$ cat src/rtl/risc_pkg.sv
// Shared widths and register-index helpers for the operand-fetch slice.
package risc_pkg;

    localparam int DATA_W     = 32;
    localparam int REG_ADDR_W = 5;
    localparam int NUM_REGS   = 16;
    localparam int OP_W       = 5;
    localparam int IDX_W      = $clog2(NUM_REGS);

    localparam logic [REG_ADDR_W-1:0] R0 = '0;

    // Any index that is zero or beyond the implemented bank behaves as r0.
    function automatic logic is_legal(input logic [REG_ADDR_W-1:0] idx);
        return (idx != R0) && (int'(idx) < NUM_REGS);
    endfunction

    // Narrow a register index to the scoreboard width; only meaningful when is_legal().
    function automatic logic [IDX_W-1:0] to_idx(input logic [REG_ADDR_W-1:0] idx);
        return idx[IDX_W-1:0];
    endfunction

endpackage

$ cat src/rtl/reg_scoreboard.sv
// Per-register busy bits tracking in-flight writes; r0 and illegal indices never go busy.
module reg_scoreboard
    import risc_pkg::*;
(
    input  logic                  clk,
    input  logic                  reset,
    input  logic                  set_en,
    input  logic [REG_ADDR_W-1:0] set_idx,
    input  logic                  clr_en,
    input  logic [REG_ADDR_W-1:0] clr_idx,
    input  logic [REG_ADDR_W-1:0] rd1_idx,
    output logic                  rd1_busy,
    input  logic [REG_ADDR_W-1:0] rd2_idx,
    output logic                  rd2_busy,
    input  logic [REG_ADDR_W-1:0] dr_idx,
    output logic                  dr_busy
);

    logic [NUM_REGS-1:0] busy;
    logic [NUM_REGS-1:0] busy_next;

    // Next busy vector: clear first, then set, so a same-index set wins.
    always_comb begin
        // NOTE: assign a full default before any conditional update so no latch is inferred.
        busy_next = busy;
        if (clr_en && is_legal(clr_idx)) busy_next[to_idx(clr_idx)] = 1'b0;
        if (set_en && is_legal(set_idx)) busy_next[to_idx(set_idx)] = 1'b1;
        busy_next[0] = 1'b0;
    end

    // Busy register; async reset drops every pending write.
    always_ff @(posedge clk or posedge reset) begin
        // NOTE: this small bit-vector is reset on purpose; a stale busy bit would deadlock issue.
        if (reset) busy <= '0;
        else       busy <= busy_next;
    end

    // Read ports: out-of-range and r0 lookups always report not-busy.
    always_comb begin
        rd1_busy = is_legal(rd1_idx) ? busy[to_idx(rd1_idx)] : 1'b0;
        rd2_busy = is_legal(rd2_idx) ? busy[to_idx(rd2_idx)] : 1'b0;
        dr_busy  = is_legal(dr_idx)  ? busy[to_idx(dr_idx)]  : 1'b0;
    end

endmodule

$ cat src/rtl/operand_fetch.sv
// Operand-fetch stage: register read, writeback forwarding, hazard stall, output register.
module operand_fetch
    import risc_pkg::*;
(
    input  logic                         clk,
    input  logic                         reset,
    input  logic                         in_valid,
    output logic                         in_ready,
    input  logic [OP_W-1:0]              in_op,
    input  logic [REG_ADDR_W-1:0]        in_sr1,
    input  logic [REG_ADDR_W-1:0]        in_sr2,
    input  logic [REG_ADDR_W-1:0]        in_dr,
    input  logic                         in_wen,
    input  logic                         in_use_imm,
    input  logic signed [DATA_W-1:0]     in_imm,
    output logic [REG_ADDR_W-1:0]        sr1,
    output logic [REG_ADDR_W-1:0]        sr2,
    input  logic signed [DATA_W-1:0]     rData1,
    input  logic signed [DATA_W-1:0]     rData2,
    input  logic                         wb_valid,
    input  logic [REG_ADDR_W-1:0]        wb_dr,
    input  logic signed [DATA_W-1:0]     wb_data,
    output logic                         out_valid,
    input  logic                         out_ready,
    output logic [OP_W-1:0]              out_op,
    output logic signed [DATA_W-1:0]     out_a,
    output logic signed [DATA_W-1:0]     out_b,
    output logic [REG_ADDR_W-1:0]        out_dr,
    output logic                         out_wen
);

    logic busy1, busy2, busy_dr;
    logic hit1, hit2, hit_dr;
    logic hazard, issue;
    logic signed [DATA_W-1:0] op_a, op_b;

    assign sr1 = in_sr1;
    assign sr2 = in_sr2;

    reg_scoreboard u_sb (
        .clk      (clk),
        .reset    (reset),
        .set_en   (issue && in_wen),
        .set_idx  (in_dr),
        .clr_en   (wb_valid),
        .clr_idx  (wb_dr),
        .rd1_idx  (in_sr1),
        .rd1_busy (busy1),
        .rd2_idx  (in_sr2),
        .rd2_busy (busy2),
        .dr_idx   (in_dr),
        .dr_busy  (busy_dr)
    );

    // Hazard detection and handshake: a same-cycle writeback resolves a pending hazard.
    always_comb begin
        hit1     = wb_valid && (wb_dr == in_sr1);
        hit2     = wb_valid && (wb_dr == in_sr2);
        hit_dr   = wb_valid && (wb_dr == in_dr);
        hazard   = (busy1 && !hit1)
                 || (!in_use_imm && busy2 && !hit2)
                 || (in_wen && busy_dr && !hit_dr);
        in_ready = !hazard && (!out_valid || out_ready);
        issue    = in_valid && in_ready;
    end

    // Operand select: r0 first, then forwarded writeback, then bank data.
    always_comb begin
        if (!is_legal(in_sr1)) op_a = '0;
        else if (hit1)         op_a = wb_data;
        else                   op_a = rData1;

        if (in_use_imm)             op_b = in_imm;
        else if (!is_legal(in_sr2)) op_b = '0;
        else if (hit2)              op_b = wb_data;
        else                        op_b = rData2;
    end

    // Output register: load on issue, drain when consumed, hold while stalled.
    always_ff @(posedge clk or posedge reset) begin
        if (reset) begin
            out_valid <= 1'b0;
            out_op    <= '0;
            out_a     <= '0;
            out_b     <= '0;
            out_dr    <= '0;
            out_wen   <= 1'b0;
        end else if (issue) begin
            // NOTE: non-blocking assignments keep every register sampling pre-edge values.
            out_valid <= 1'b1;
            out_op    <= in_op;
            out_a     <= op_a;
            out_b     <= op_b;
            out_dr    <= in_dr;
            out_wen   <= in_wen;
        end else if (out_valid && out_ready) begin
            out_valid <= 1'b0;
        end
    end

endmodule

$ cat config.mk
export PLATFORM = sky130hd
export DESIGN_NAME = operand_fetch
export DESIGN_NICKNAME = d
export VERILOG_FILES = /design/src/rtl/risc_pkg.sv /design/src/rtl/reg_scoreboard.sv /design/src/rtl/operand_fetch.sv
export SDC_FILE = /design/constraint.sdc
export NUM_CORES = 1
export LEC_CHECK = 0
export BUFFER_PORTS_ARGS = -buffer_cell sky130_fd_sc_hd__buf_2
export CAP_MARGIN = 20
export CORE_ASPECT_RATIO = 0.6
export CORE_MARGIN = 3
export CORE_UTILIZATION = 40
export DETAILED_ROUTE_END_ITERATION = 16
export GPL_TIMING_DRIVEN = 0
export PLACE_DENSITY_LB_ADDON = 0.25
export SLEW_MARGIN = 10
export SYNTH_ARGS = -nofsm -noshare
export SYNTH_HDL_FRONTEND = slang
export SYNTH_SLANG_ARGS = --single-unit
$ cat constraint.sdc
create_clock -name clk -period 8.2 [get_ports clk]
set_input_delay 1.23 -clock clk [delete_from_list [all_inputs] [get_ports clk]]
set_output_delay 1.23 -clock clk [all_outputs]
set_load 0.005 [all_outputs]
==> metrics.txt <==
total grt overflow 0; Mean Syn Cell Area 11.5 sq um; beginning of the worst hold path out_a[25]$_DFFE_PP0P_; vias in the first global route 4,753; via count 4,864; die height 95.8 microns; Worst Path Required 6.97 ns; dominant synthesized flop cell dfrtp_1; Setup TNS 0 ns; Clk Latency, worst-skew pair 0.33 ns; post-detail-place hpwl 13,700 microns; largest net degree at the start of global routing 48; Setup violations, final 0; post-route minimum period 4.76 ns; detailed-route DRC error count 0; die area 0.0149 sq mm; Synth Cell Area 0.00537 sq mm; Vias/cell 5.47; Reg clk slew, reported paths 0.07 ns; Final period util 0.581; crit path launch wb_dr[1]; Num CTS Buffers 9; Yosys cell types 37; Max Fanout on Critical Path 10; die width 156 microns; share of layout cells above drive strength 1 0.510; RSZ-0062 raised after global routing false; initial antenna violation count 0; Fillers 1,173; area grow syn2layout 31.8%; first-pass GRT wire length 26,300 microns; Yosys Warn Count 0; Setup CP Type in -> out; number of hold violations in the final report 0; core area 0.0130 sq mm; Power Dens Cells 196 mW/mm^2; Initial DRT Pass Iterations 5; GRT Util Overall 0.226; WL final 17,600 microns; Buffers on Ports 235; worst vdd ir 0.000120 V; Post-synth ARST share 1.00; clock buffer depth 2; Mapped Nets 627; WL per Instance 19.8 microns; DRT antenna net count 0; CTS resizes 0; P_leak 3.75 nW; I/O pin count 247; Ant. Diodes 0; status finished clean; skew final 0.0108 ns; CP Capture Type output pin; Max transition margin 0.574; GPL Wtd Cong 0.929; number of synthesized flops with an enable pin 0; Hold Buf Count CTS 0; Initial Utilization 0.414; dpl cells 874; max-slew violation count 0; cell row count 32; fin nets 875; Max Freq 210 MHz; Max-Cap Viols 0; H-tree Lvls 3; Crit path arrival time 3.53 ns; sequential share of the synthesized area 0.424; post-CTS setup buffer count 0; DR iter-0 viols 387; TritonCTS clock tree built; Synth Instances 467; reg-to-reg startpoint u_sb.busy[15]$_DFF_PP0_; fin cells 890; clock tree sinks 91; Hold/Removal Path Class reg -> reg; critical path launch point type primary input; post-synthesis register bit count 91; Clock Tree Root clkbuf_16; Slew @ Worst Pin 0.638 ns
==> cells in the final DEF (no fill, tap or decap), types with 11 or more instances in the layout <==
master and instances:
o31ai_1 16, mux2_2 39, o21ai_0 48, nand2_1 41
buf_4 11, buf_2 244, a22o_1 32, mux2i_1 32
dfrtp_1 91, mux2_4 40, clkbuf_1 25
==> report_power, final <==
group	internal [mW]	total [mW]	switching, mW
registers	0.536	0.596	0.0595
clock network	0.215	0.391	0.176
logic	0.226	0.400	0.174
total	0.977	1.39	0.410
==> layout make-up <==
type / instances / area [sq um] / share of cell area
Multi-Input combinational cell: 326 / 2820 / 0.399
Clock inverter: 5 / 38.8 / 0.00548
Buffer: 48 / 263 / 0.0371
Timing Repair Buffer: 237 / 1210 / 0.171
Clock buffer: 11 / 243 / 0.0343
Inverter: 2 / 10.0 / 0.00141
Tap cell: 170 / 213 / 0.0300
Sequential cell: 91 / 2280 / 0.322
==> stage by stage <==
step	cell area, sq um	hold slack, ns	setup slack, ns	power [mW]	utilization
2_1_floorplan	5370	0.500	4.20	0.813	-
3_3_place_gp	6760	0.482	3.32	0.988	0.521
3_5_place_dp	6800	0.488	3.47	1.00	0.524
4_1_cts	7080	0.503	3.46	1.40	0.546
5_1_grt	7080	0.515	3.23	1.46	0.546
6_report	7080	0.502	3.44	1.39	0.546
==> synth_stat cells (all sizes together), types with 3 or more instances <==
cell	instances	area [sq um]
mux2	79	1040
xnor2	5	43.8
dfrtp	91	2280
xor2	10	87.6
nand2	41	154
o31ai	16	120
nor4	3	18.8
nand2b	4	25.0
nor3	3	15.0
clkbuf	24	90.1
buf	24	173
a221oi	3	32.5
nor2	5	18.8
nor2b	10	62.6
mux4	8	180
nand3	4	20.0
o21ai	50	250
nand3b	4	30.0
mux2i	32	320
a22o	32	280
==> metal layers <==
layer / part of all wire / up-vias / GRT usage
li1: - / 2209 / -
met1: 0.45 / 2383 / 0.326
met2: 0.45 / 251 / 0.347
met3: 0.087 / 21 / 0.0544
met4: 0.015 / 0 / 0.0510
met5: 0 / - / 0
==> registers in the layout, indices dropped and copies added (netlist names) <==
register and cells:
u_sb.busy 15, out_a 32, out_op 5, out_valid 1
out_b 32, out_dr 5, out_wen 1
==> worst paths after layout <==
check | to | slack, ns | cells after the start
setup / recovery | in_ready | 3.44 | 9
hold / removal | out_a[25]$_DFFE_PP0P_ | 0.50 | 1
setup reg to reg | out_a[6]$_DFFE_PP0P_ | 5.54 | 8
hold reg to reg | out_a[25]$_DFFE_PP0P_ | 0.50 | 1
max in group asynchronous | out_b[3]$_DFFE_PP0P_ | 6.56 | 3
min in group asynchronous | out_op[2]$_DFFE_PP0P_ | 0.98 | 2
==> cells by family after synthesis <==
logic type | synth area share
multiplexers | 0.287
AO/OA/AOI/OAI | 0.137
flip-flops | 0.424
AND/OR/NAND/NOR | 0.0771
buffers and inverters | 0.0503
XOR/XNOR | 0.0245
==> worst max-delay path, stage by stage <==
cell and delay, ns:
clkbuf_1 0.28, xor2_1 0.14, nor4_1 0.28, nand3_1 0.39, nand3b_1 0.33, nand4_1 0.35, clkbuf_1 0.34, inv_1 0.09
buf_2 0.11
(Power assumes the default switching activity.)
